### src/rtl/gcd_reduce_n_if.sv
// ---------------------------------------------------------------------------
// gcd_reduce_n_if
// Handshake/display bundle between the button/switch conditioning, the
// gcd_reduce_n core and the seven-segment driver.
//   select    : operand shown/edited (out-of-range values address channel 0)
//   add       : raw button, rising edge adds data_in to the selected operand
//   next      : raw button, rising edge advances the state machine
//   data_in   : addend
//   data_out  : registered display value
//   state_out : current state (SETUP=0, CALC=1, SHOW=2, COUNT=3)
//   busy      : high while the core is computing
// master = board side (drives buttons), slave = gcd_reduce_n core.
// ---------------------------------------------------------------------------
interface gcd_reduce_n_if #(
   parameter int WIDTH    = 4,
   parameter int CHANNELS = 2
);
   localparam int SEL_W = (CHANNELS > 1) ? $clog2(CHANNELS) : 1;

   logic [SEL_W-1:0] select;
   logic             add;
   logic             next;
   logic [WIDTH-1:0] data_in;
   logic [WIDTH-1:0] data_out;
   logic [1:0]       state_out;
   logic             busy;

   modport master (
      output select, add, next, data_in,
      input  data_out, state_out, busy
   );

   modport slave (
      input  select, add, next, data_in,
      output data_out, state_out, busy
   );
endinterface

### src/rtl/gcd_reduce_n.sv
// ---------------------------------------------------------------------------
// gcd_reduce_n
// Collects CHANNELS operands entered by button pulses, computes their common
// GCD (subtraction Euclid, one step per cycle), divides every operand by it
// (restoring division, one quotient bit per cycle), shows the reduced
// operands and finally counts the GCD down on a tick of NUM clk cycles.
//
// Ports:
//   clk   : single clock, rising edge
//   rst_n : asynchronous active-low reset
//   bus   : gcd_reduce_n_if.slave (select, add, next, data_in in;
//           data_out, state_out, busy out, all outputs registered)
//
// Configuration macro:
//   GCD_REDUCE_SAT_EN : when defined, SETUP additions saturate at BASE-1
//                       instead of wrapping modulo BASE.
// ---------------------------------------------------------------------------
module gcd_reduce_n #(
   parameter int WIDTH    = 4,
   parameter int CHANNELS = 2,
   parameter int BASE     = 10,
   parameter int NUM      = 50_000_000
) (
   input logic         clk,
   input logic         rst_n,
   gcd_reduce_n_if.slave bus
);
   localparam int IDX_W = $clog2(CHANNELS);
   localparam int BIT_W = $clog2(WIDTH + 1);
   localparam int CNT_W = (NUM > 1) ? $clog2(NUM) : 1;

   localparam logic [IDX_W-1:0] LAST_CH   = IDX_W'(CHANNELS - 1);
   localparam logic [BIT_W-1:0] LAST_BIT  = BIT_W'(WIDTH - 1);
   localparam logic [CNT_W-1:0] TICK_LAST = CNT_W'(NUM - 1);
   localparam logic [WIDTH:0]   BASE_W    = (WIDTH + 1)'(BASE);
   localparam logic [WIDTH:0]   BASE_MAX  = (WIDTH + 1)'(BASE - 1);

   typedef enum logic [1:0] {
      ST_SETUP = 2'd0,
      ST_CALC  = 2'd1,
      ST_SHOW  = 2'd2,
      ST_COUNT = 2'd3
   } state_t;

   typedef enum logic {
      PH_GCD = 1'b0,
      PH_DIV = 1'b1
   } phase_t;

   // Operand update; the sum is formed one bit wider so it cannot overflow.
   function automatic logic [WIDTH-1:0] add_op(input logic [WIDTH-1:0] a,
                                               input logic [WIDTH-1:0] b);
      logic [WIDTH:0] s;
      s = {1'b0, a} + {1'b0, b};
`ifdef GCD_REDUCE_SAT_EN
      return (s > BASE_MAX) ? BASE_MAX[WIDTH-1:0] : s[WIDTH-1:0];
`else
      return WIDTH'(s % BASE_W);
`endif
   endfunction

   state_t           state_q;
   phase_t           phase_q;
   logic [IDX_W-1:0] idx_q;
   logic [WIDTH-1:0] op_q  [CHANNELS];
   logic [WIDTH-1:0] res_q [CHANNELS];
   logic [WIDTH-1:0] g_q, b_q, rem_q, dq_q, count_q, data_out_q;
   logic [BIT_W-1:0] bit_q;
   logic [CNT_W-1:0] tick_q;
   logic             busy_q;
   logic             add_s_q, add_p_q, next_s_q, next_p_q;

   logic             add_pulse, next_pulse;
   logic [IDX_W-1:0] sel_idx, idx_inc;
   logic [WIDTH-1:0] op_d [CHANNELS];
   logic             gcd_done;
   logic [WIDTH-1:0] g_d, b_d, rem_d, dq_d;
   logic [WIDTH:0]   rem_sh, trial;
   logic             count_ok;

   assign add_pulse  = add_s_q & ~add_p_q;
   assign next_pulse = next_s_q & ~next_p_q;
   assign sel_idx    = (bus.select > LAST_CH) ? '0 : bus.select;
   assign idx_inc    = idx_q + 1'b1;

   // Operands as they will be after this cycle's add (used by the same-cycle
   // next so CALC starts from the updated value).
   always_comb begin
      for (int i = 0; i < CHANNELS; i++) op_d[i] = op_q[i];
      if (state_q == ST_SETUP && add_pulse) op_d[sel_idx] = add_op(op_q[sel_idx], bus.data_in);
   end

   // One subtraction-Euclid step on (g_q, b_q); gcd(0, x) = x.
   always_comb begin
      gcd_done = 1'b0;
      g_d      = g_q;
      b_d      = b_q;
      if (g_q == '0) begin
         gcd_done = 1'b1;
         g_d      = b_q;
      end else if (b_q == '0 || g_q == b_q) begin
         gcd_done = 1'b1;
      end else if (g_q > b_q) begin
         g_d = g_q - b_q;
      end else begin
         b_d = b_q - g_q;
      end
   end

   // One restoring-division step; trial[WIDTH] set means the subtraction borrowed.
   always_comb begin
      rem_sh = {rem_q, dq_q[WIDTH-1]};
      trial  = rem_sh - {1'b0, g_q};
      if (!trial[WIDTH]) begin
         rem_d = trial[WIDTH-1:0];
         dq_d  = (dq_q << 1) | WIDTH'(1);
      end else begin
         rem_d = rem_sh[WIDTH-1:0];
         dq_d  = dq_q << 1;
      end
   end

   // count divides every operand exactly when it divides their GCD.
   assign count_ok = (count_q != '0) ? ((g_q % count_q) == '0) : 1'b0;

   always_ff @(posedge clk or negedge rst_n) begin
      if (!rst_n) begin
         state_q    <= ST_SETUP;
         phase_q    <= PH_GCD;
         idx_q      <= '0;
         g_q        <= '0;
         b_q        <= '0;
         rem_q      <= '0;
         dq_q       <= '0;
         bit_q      <= '0;
         count_q    <= '0;
         tick_q     <= '0;
         data_out_q <= '0;
         busy_q     <= 1'b0;
         add_s_q    <= 1'b0;
         add_p_q    <= 1'b0;
         next_s_q   <= 1'b0;
         next_p_q   <= 1'b0;
         for (int i = 0; i < CHANNELS; i++) begin
            op_q[i]  <= '0;
            res_q[i] <= '0;
         end
      end else begin
         add_s_q  <= bus.add;
         add_p_q  <= add_s_q;
         next_s_q <= bus.next;
         next_p_q <= next_s_q;
         case (state_q)
            ST_SETUP: begin
               op_q       <= op_d;
               data_out_q <= op_d[sel_idx];
               if (next_pulse) begin
                  state_q <= ST_CALC;
                  busy_q  <= 1'b1;
                  phase_q <= PH_GCD;
                  idx_q   <= IDX_W'(1);
                  g_q     <= op_d[0];
                  b_q     <= op_d[1];
               end
            end
            ST_CALC: begin
               if (phase_q == PH_GCD) begin
                  g_q <= g_d;
                  b_q <= b_d;
                  if (gcd_done) begin
                     if (idx_q != LAST_CH) begin
                        idx_q <= idx_inc;
                        b_q   <= op_q[idx_inc];
                     end else if (g_d == '0) begin
                        // All operands zero: nothing to divide.
                        for (int i = 0; i < CHANNELS; i++) res_q[i] <= '0;
                        state_q    <= ST_SHOW;
                        busy_q     <= 1'b0;
                        data_out_q <= '0;
                     end else begin
                        phase_q <= PH_DIV;
                        idx_q   <= '0;
                        rem_q   <= '0;
                        dq_q    <= op_q[0];
                        bit_q   <= '0;
                     end
                  end
               end else begin
                  rem_q <= rem_d;
                  dq_q  <= dq_d;
                  bit_q <= bit_q + 1'b1;
                  if (bit_q == LAST_BIT) begin
                     res_q[idx_q] <= dq_d;
                     rem_q        <= '0;
                     bit_q        <= '0;
                     if (idx_q == LAST_CH) begin
                        state_q    <= ST_SHOW;
                        busy_q     <= 1'b0;
                        data_out_q <= (sel_idx == LAST_CH) ? dq_d : res_q[sel_idx];
                     end else begin
                        idx_q <= idx_inc;
                        dq_q  <= op_q[idx_inc];
                     end
                  end
               end
            end
            ST_SHOW: begin
               data_out_q <= res_q[sel_idx];
               if (next_pulse) begin
                  state_q    <= ST_COUNT;
                  count_q    <= g_q;
                  tick_q     <= '0;
                  data_out_q <= g_q;
               end
            end
            default: begin
               if (count_q == '0 || (next_pulse && count_ok)) begin
                  state_q    <= ST_SETUP;
                  data_out_q <= op_q[sel_idx];
               end else if (tick_q == TICK_LAST) begin
                  tick_q     <= '0;
                  count_q    <= count_q - 1'b1;
                  data_out_q <= count_q - 1'b1;
               end else begin
                  tick_q     <= tick_q + 1'b1;
                  data_out_q <= count_q;
               end
            end
         endcase
      end
   end

   assign bus.data_out  = data_out_q;
   assign bus.state_out = state_q;
   assign bus.busy      = busy_q;
endmodule
### src/flat_wrapper.sv
// flat-port wrapper written by rule: the top's interface ports become plain ports
module gcd_reduce_n_flat 
#(
   parameter int WIDTH    = 4,
   parameter int CHANNELS = 2,
   parameter int BASE     = 10,
   parameter int NUM      = 50_000_000
)
  (clk, rst_n, bus_select, bus_add, bus_next, bus_data_in, bus_data_out, bus_state_out, bus_busy);
  gcd_reduce_n_if #(.WIDTH(WIDTH), .CHANNELS(CHANNELS)) bus_i ();
  input logic clk;
  input logic rst_n;
  input wire logic [$bits(bus_i.select)-1:0] bus_select;
  input wire logic [$bits(bus_i.add)-1:0] bus_add;
  input wire logic [$bits(bus_i.next)-1:0] bus_next;
  input wire logic [$bits(bus_i.data_in)-1:0] bus_data_in;
  output wire logic [$bits(bus_i.data_out)-1:0] bus_data_out;
  output wire logic [$bits(bus_i.state_out)-1:0] bus_state_out;
  output wire logic [$bits(bus_i.busy)-1:0] bus_busy;
  assign bus_i.select = bus_select;
  assign bus_i.add = bus_add;
  assign bus_i.next = bus_next;
  assign bus_i.data_in = bus_data_in;
  assign bus_data_out = bus_i.data_out;
  assign bus_state_out = bus_i.state_out;
  assign bus_busy = bus_i.busy;
  gcd_reduce_n #(.WIDTH(WIDTH), .CHANNELS(CHANNELS), .BASE(BASE), .NUM(NUM)) u_core (.clk(clk), .rst_n(rst_n), .bus(bus_i));
endmodule
### config.mk
export PLATFORM = sky130hd
export DESIGN_NAME = gcd_reduce_n_flat
export DESIGN_NICKNAME = d
export VERILOG_FILES = /design/src/rtl/gcd_reduce_n_if.sv /design/src/rtl/gcd_reduce_n.sv /design/src/flat_wrapper.sv
export SDC_FILE = /design/constraint.sdc
export NUM_CORES = 1
export LEC_CHECK = 0
export ABC_AREA = 1
export BUFFER_PORTS_ARGS = -buffer_cell sky130_fd_sc_hd__buf_2
export CORE_MARGIN = 5
export CORE_UTILIZATION = 46
export DETAILED_ROUTE_END_ITERATION = 12
export RECOVER_POWER = 50
export SLEW_MARGIN = 20
export SYNTH_ARGS = -nofsm -noshare
export SYNTH_HDL_FRONTEND = slang
export SYNTH_SLANG_ARGS = --single-unit
### constraint.sdc
create_clock -name clk -period 6.9 [get_ports clk]
set_clock_uncertainty 0.2 [all_clocks]
set_input_delay 1.38 -clock clk [delete_from_list [all_inputs] [get_ports clk]]
set_output_delay 1.38 -clock clk [all_outputs]
set_load 0.1 [all_outputs]
==> results summary, run 1 <==
The slew of the pin with the lowest slew margin is 4247 ps. The number of nets in the synthesized netlist is 881. The number of design-rule violations left by the first detailed-router iteration is 706. Hold timing on the final database bottoms out at a slack of 177.5 ps. The pin count of the biggest net entering global routing came out at 79. The share of the synthesized area in the top cell type is 0.3264.

Clock-pin slew was measured on the worst setup and hold paths at 60 ps. The number of warnings reported in the yosys synthesis log came out at 0. The total DRC errors in the routed layout is 0. The post-CTS setup-driven buffer insertion count is 0. The number of global-route vias before repair is 5320. The max-slew violation total from the final report is 79.

Of all nets on the critical path, the largest fanout is 48. The kind of cell with the highest combined delay along the critical path is simple AND/OR/NAND/NOR gates. The synthesized cell area is 0.005981 mm².

The later-pin clock latency in the skew report is 340 ps. Counting flops and latches in the post-synthesis netlist gives 78. The number of placed I/O pins came out at 16.

The data required time at the worst endpoint came out at 6930 ps. Buffers placed on the I/O ports in this run total 15. The detailed-route wire length came out at 16320 µm.

The height of the die is 124.0 µm. The number of cells on the worst reg-to-reg path is 32. The relative area change from synthesis to final layout came out at 8.954%.

The endpoint of the worst register-to-register path is u_core.tick_q[23]$_DFFE_PN0P_. The starting utilization of the core area came out at 0.4720. The share of flip-flops with an asynchronous set or reset after synthesis is 1.000. The logic depth of the worst path, buffers included came out at 32. The total routing resource utilization after global routing came out at 0.2252. The number of H-tree branching levels came out at 3.

The die area came out at 0.01538 mm². Among all flip-flop cells after synthesis, the most frequent one is dfrtp_1. Across the run, the number of max-cap violations was 1. The cell repeated most along the worst path is nand2_1. The largest individual stage delay along the critical path comes from the cell dfrtp_1. The number of iterations in the first detailed-routing pass is 6.

The number of endpoints with negative hold slack in the final report is 0. The floorplan step set the die width to 124.0 µm. Clock tree synthesis inserted a total of 9 buffers. The routed layout has 5673 vias. After global routing the overflow that remains totals 0. The initial antenna violation count was 0. TritonCTS built the clock tree. The startpoint identified for the worst hold timing path is u_core.add_s_q$_DFF_PN0_.

The critical path startpoint category is a flip-flop. In the final timing run, aggregate negative setup slack is 0 ps. Yosys mapped a number of flops with a built-in enable equal to 0. The number of unique standard cell types used by synthesis is 44. The final non-filler cell total came out at 1010. The number of instances in the synthesized netlist is 829.

The endpoint type of the worst setup path is a flip-flop. The commonest cells after synthesis are 180 x nand2_1, 100 x inv_1, 79 x nor2_1, 78 x dfrtp_1, 74 x o21ai_0. The maximum frequency from static timing analysis came out at 0.1772 GHz. The headroom to the max-slew limit came out at -1.832. The routability congestion estimate from global placement is 0.9537. The first-pass GRT wire length is 27420 µm.

The hold buffer count at CTS is 0. Of the cells placed in the final design, the portion with a size suffix greater than 1 is 0.06205. The startpoint of the lowest-slack register-to-register path is u_core.count_q[0]$_DFFE_PN0P_. The number of diodes added for antenna fixing came out at 0. The slack of the worst reg-to-reg path is 1260 ps. The post-placement cell count is 994. For this run, the slowest stage of the critical path takes 490 ps.

In this run, post-CTS repair resized a total of 0 instances. The number of clock sinks came out at 78. The path with the worst hold slack has its endpoint at u_core.add_p_q$_DFF_PN0_. The final reports fail on capacitance limit, slew limit.

The count of endpoints failing setup in the final report is 0. Among all cell types in the netlist, the one instantiated most often is nand2_1. The biggest area contributor in the post-synthesis netlist is dfrtp_1. The clock passes through at most 2 buffers. In the final routed layout, each cell accounts on average for 16.16 µm.

The total buffers and inverters traversed by the critical path is 3. The flow ran to the end, but the final reports show violations. The endpoint arrival time on the critical path came out at 5670 ps.

The critical path is of the flip-flop to flip-flop type. The share of the yosys chip area belonging to registers is 0.3264. The standard-cell row count is 41. The half-perimeter wire length of the detailed placement result is 12290 µm. The net count of the finished layout is 885.

The period utilization is 0.8180. The smallest clock period supported by the final layout is computed as 5644 ps. The number of vias per cell came out at 5.617. Setup repair after global routing left no endpoint under its margin.

Ranked by total cell area, the synthesized netlist is headed by dfrtp_1 33%, nand2_1 11%, ha_1 7.9%. The path class of the lowest-slack min-delay path is flip-flop to flip-flop. The area of the core region came out at 0.01267 mm². The antenna violation net count after detailed routing is 0. The cell depth of the worst hold path came out at 0. In this run the mean area of a mapped cell was 7.214 µm². The cell sitting at the root of the clock tree is a clkbuf_16.
-- cells by family (layout without fill, tap and decap cells) --
kind of cell    Yosys count  in the layout  share of synthesized area
xor+xnor                 28             28                    0.04100
simple gates            372            372                     0.2764
buf+inv                 125            134                    0.08410
fa+ha+maj                43             43                    0.09624
compound gates          183            183                     0.1759
flops                    78             78                     0.3264
-- per-layer routing --
| layer | wire, µm | share of wire | GRT usage |
|---|---|---|---|
| met1 | 8249 | 0.51 | 0.3468 |
| met2 | 6806 | 0.42 | 0.3278 |
| met3 | 979 | 0.060 | 0.03451 |
| met4 | 289 | 0.018 | 0.05886 |
| met5 | 0 | 0 | 0 |
-- layout make-up --
type                            instances  area, µm²
Tap cell                              172      215.2
Fill cell                            1234       6155
Sequential cell                        78       1952
Inverter                              103      386.6
Clock inverter                          6      133.9
Multi-Input combinational cell        626       3526
Clock buffer                           10      229.0
Timing Repair Buffer                   15      73.82
-- state kept, by name, summed over array words and instances (netlist names) --
name                  flops
u_core.tick_q            26
u_core.op_q               8
u_core.res_q              8
u_core.b_q                4
u_core.bus.data_out       4
u_core.count_q            4
u_core.dq_q               4
u_core.g_q                4
u_core.rem_q              4
u_core.bit_q              3
u_core.bus.state_out      2
u_core.add_p_q            1
u_core.add_s_q            1
u_core.bus.busy           1
u_core.idx_q              1
u_core.next_p_q           1
u_core.next_s_q           1
u_core.phase_q            1
-- through the flow --
stage | instance area, µm² | setup WS, ps | util
global route | 6516 | 681.7 | 0.5143
detailed placement | 6157 | 1268 | 0.4859
global placement | 6157 | 1545 | 0.4859
floorplan | 5981 | 2259 | -
CTS | 6520 | 1267 | 0.5146
finish | 6516 | 1256 | 0.5143
-- placed cells by master (no fill, tap or decap), types with 18 or more instances in the layout --
cell	synthesis	routed
a21oi_1	46	46
nand2_1	180	180
nand4_1	18	18
ha_1	38	38
nand3_1	57	57
o21ai_0	74	74
xor2_1	25	25
dfrtp_1	78	78
nor2_1	79	79
inv_1	100	100
-- worst max path at each step --
stage	start	to	slack (ps)
after floorplan	u_core.count_q[0]$_DFFE_PN0P_	u_core.tick_q[10]$_DFFE_PN0P_	2260
after global placement	u_core.count_q[0]$_DFFE_PN0P_	u_core.tick_q[20]$_DFFE_PN0P_	1550
after detailed placement	u_core.count_q[0]$_DFFE_PN0P_	u_core.tick_q[23]$_DFFE_PN0P_	1270
after CTS	u_core.count_q[0]$_DFFE_PN0P_	u_core.tick_q[23]$_DFFE_PN0P_	1270
after global routing	u_core.count_q[0]$_DFFE_PN0P_	u_core.tick_q[18]$_DFFE_PN0P_	680
final	u_core.count_q[0]$_DFFE_PN0P_	u_core.tick_q[23]$_DFFE_PN0P_	1260
Power of run 1 is left out: the tool's default activity adds up to more than one toggle a clock period on the data nets, which glitch-free logic cannot reach.
==> run 2, diff against run 1 <==
clock period = 4.9 ns   (was 6.9 ns; I/O delays follow)
==> run 2 against run 1 <==
  * The flow still finishes with violations (capacitance limit, slew limit)
  * Cell area increased by 6.8%
  * Critical endpoint is now u_core.tick_q[22]$_DFFE_PN0P_
  * Sequential share of layout area shrank 1.9 points
  * Largest cell class unchanged
  * Via count rose by 3.5%
==> results summary, run 2 (synthesis results as in run 1) <==
The height of the die came to 124.0 µm (unchanged). The number of iterations in the first detailed-routing pass is 5 (-1). The post-placement cell count is 1007 (+1.3%). The most critical setup path has its startpoint at u_core.g_q[3]$_DFFE_PN0P_. The post-CTS clock slew at the launch and capture registers of the worst setup and hold paths came out at 70 ps (about the same).

The number of vias in the routed layout came out at 5870 (+3.5%). The run finished, with violations left. The area of the core region is 0.01267 mm² (unchanged). The critical path is of the flip-flop to flip-flop type. The initial antenna violation count came out at 0 (unchanged). The worst slack on hold paths came out at 184.3 ps (+6.784 ps). The die width came to 124.0 µm (unchanged). The hold buffer count at CTS came out at 0 (unchanged). The number of clock sinks was 78 (unchanged). The max-slew violation total from the final report is 79 (unchanged). The count of endpoints failing setup in the final report is 0 (unchanged). The flip-flop count of the largest register, all copies and words added came to 26 (unchanged). The number of diodes added for antenna fixing is 0 (unchanged). The remaining global-route overflow is 0 (unchanged). The number of max-capacitance violations reported came out at 1 (unchanged). Among all stages on the critical path, the largest delay is contributed by dfrtp_1. The standard-cell row count came out at 41 (unchanged). The root buffer cell chosen for the clock tree is clkbuf_16. The critical path startpoint category is a flip-flop. The final non-filler cell total is 1042 (+3.2%).

The largest stage delay on the critical path was 420 ps (-70 ps). The time the worst path needs with I/O delays and setup came to 4732 ps (-911.8 ps). The first-pass GRT wire length came out at 26460 µm (-3.5%).

The number of vias per cell is 5.633 (+0.29%). The area growth from synthesis to layout is 16.36%. The endpoint arrival time on the critical path came to 4720 ps (-950 ps). The number of endpoints with negative hold slack in the final report is 0 (unchanged).

Setup repair after global routing could not meet its margin everywhere. The half-perimeter wire length of the detailed placement result is 12390 µm (+0.79%). The number of CTS-inserted buffers is 9 (unchanged). The critical-path maximum fanout is 8 (-83%). TritonCTS built the clock tree. The slew of the pin with the lowest slew margin is 1988 ps (-2259 ps).

The net total in the final layout is 917 (+3.6%). The beginning of the worst hold path is u_core.add_s_q$_DFF_PN0_. The routability congestion estimate from global placement was 0.9396 (-1.5%).

The die area was 0.01538 mm² (unchanged). The checks that failed: capacitance limit, slew limit. By instance count, the cell type seen most on the critical path is nand2_2. The worst hold path belongs to the class flip-flop to flip-flop.

The number of placed I/O pins is 16 (unchanged). The leading cell type in the layout, fill and taps excluded is nand2_1. The startpoint of the lowest-slack register-to-register path is u_core.g_q[3]$_DFFE_PN0P_. The number of H-tree branching levels was 3 (unchanged). The register with the most flip-flops is u_core.tick_q. The design area is 0.006959 mm² (+6.8%). The maximum frequency from static timing analysis came to 0.2113 GHz (+19%).

The number of filler cells placed in the layout is 1226 (-0.65%). The mean routed wirelength per cell was 16.41 µm (+1.5%). The top cell types in the final layout, fill and taps aside, are 168 x nand2_1, 97 x inv_1, 78 x nor2_1. The total DRC errors in the routed layout is 0 (unchanged). The antenna violation net count after detailed routing came out at 0 (unchanged).

The period utilization was 0.9658 (+0.1478). The slack of the worst reg-to-reg path is 170 ps (-1090 ps). The share of cells above drive strength 1 is 0.1322 (+0.07013).

The total routing resource utilization after global routing came out at 0.2207 (-0.004447). The data required time at the worst endpoint came out at 4890 ps (-2040 ps). The number of global-route vias before repair came to 5240 (-1.5%). The total of buffers placed on input and output ports is 15 (unchanged). The starting utilization of the core area is 0.4720 (unchanged). The number of design-rule violations left by the first detailed-router iteration came to 663 (-6.1%). The headroom to the max-slew limit is -0.3254 (+1.506).

The buffer depth of the longest clock path came to 2 (unchanged). The detailed-route wire length is 17100 µm (+4.8%). The pin count of the biggest net entering global routing is 79 (unchanged). The post-place instance area came out at 0.006267 mm² (+1.8%). The later-pin clock latency in the skew report came out at 350 ps (about the same). The largest registers in the layout are u_core.tick_q x26, u_core.op_q x8, u_core.res_q x8. The endpoint type of the worst setup path is a flip-flop.
## run 2: worst paths after layout
path	cells past startpoint	to
setup / recovery	33	u_core.tick_q[22]$_DFFE_PN0P_
hold / removal	0	u_core.add_p_q$_DFF_PN0_
setup reg to reg	33	u_core.tick_q[22]$_DFFE_PN0P_
hold reg to reg	0	u_core.add_p_q$_DFF_PN0_
max in group asynchronous	1	u_core.count_q[3]$_DFFE_PN0P_
min in group asynchronous	1	u_core.res_q[3]$_DFFE_PN0P_
## run 2: layout make-up
type / count / area (µm²) / area share
Clock buffer: 9 / 225.2 / 0.03236
Clock inverter: 7 / 96.34 / 0.01384
Inverter: 103 / 386.6 / 0.05556
Multi-Input combinational cell: 628 / 3706 / 0.5325
Sequential cell: 78 / 1953 / 0.2807
Tap cell: 172 / 215.2 / 0.03092
Timing Repair Buffer: 45 / 376.6 / 0.05412
## run 2: through the flow
step                      utilization  worst slack [ps]  TNS, ps
after CTS                      0.5211             22.02        0
after detailed placement       0.4946            -58.51   -261.9
final                          0.5492             167.6        0
after global placement         0.4946             141.4        0
after global routing           0.5492            -71.69   -977.5
after floorplan                     -             258.8        0
## run 2: timing repair
action,4_1_cts,5_1_grt
endpoints found under the setup margin,17,36
resized for setup,3,39
pin swaps,1,22
setup buffers,0,13
gates cloned,0,6
## run 2: worst max-delay path: cells and delay by family, from the launching register on
family	cells	cell delay, ps
AO/OA/AOI/OAI	6	660
buffers and inverters	3	310
AND/OR/NAND/NOR	20	1710
flip-flops	1	420
adder cells (fa/ha/maj)	4	1270
## run 2: per-layer routing
layer / GRT usage / part of all wire / vias to the layer above
li1: - / - / 2861
met2: 0.3214 / 0.44 / 211
met1: 0.3335 / 0.49 / 2784
met4: 0.05613 / 0.0093 / 0
met5: 0 / 0 / -
met3: 0.04541 / 0.068 / 14
Power of run 2 is left out for the same reason.
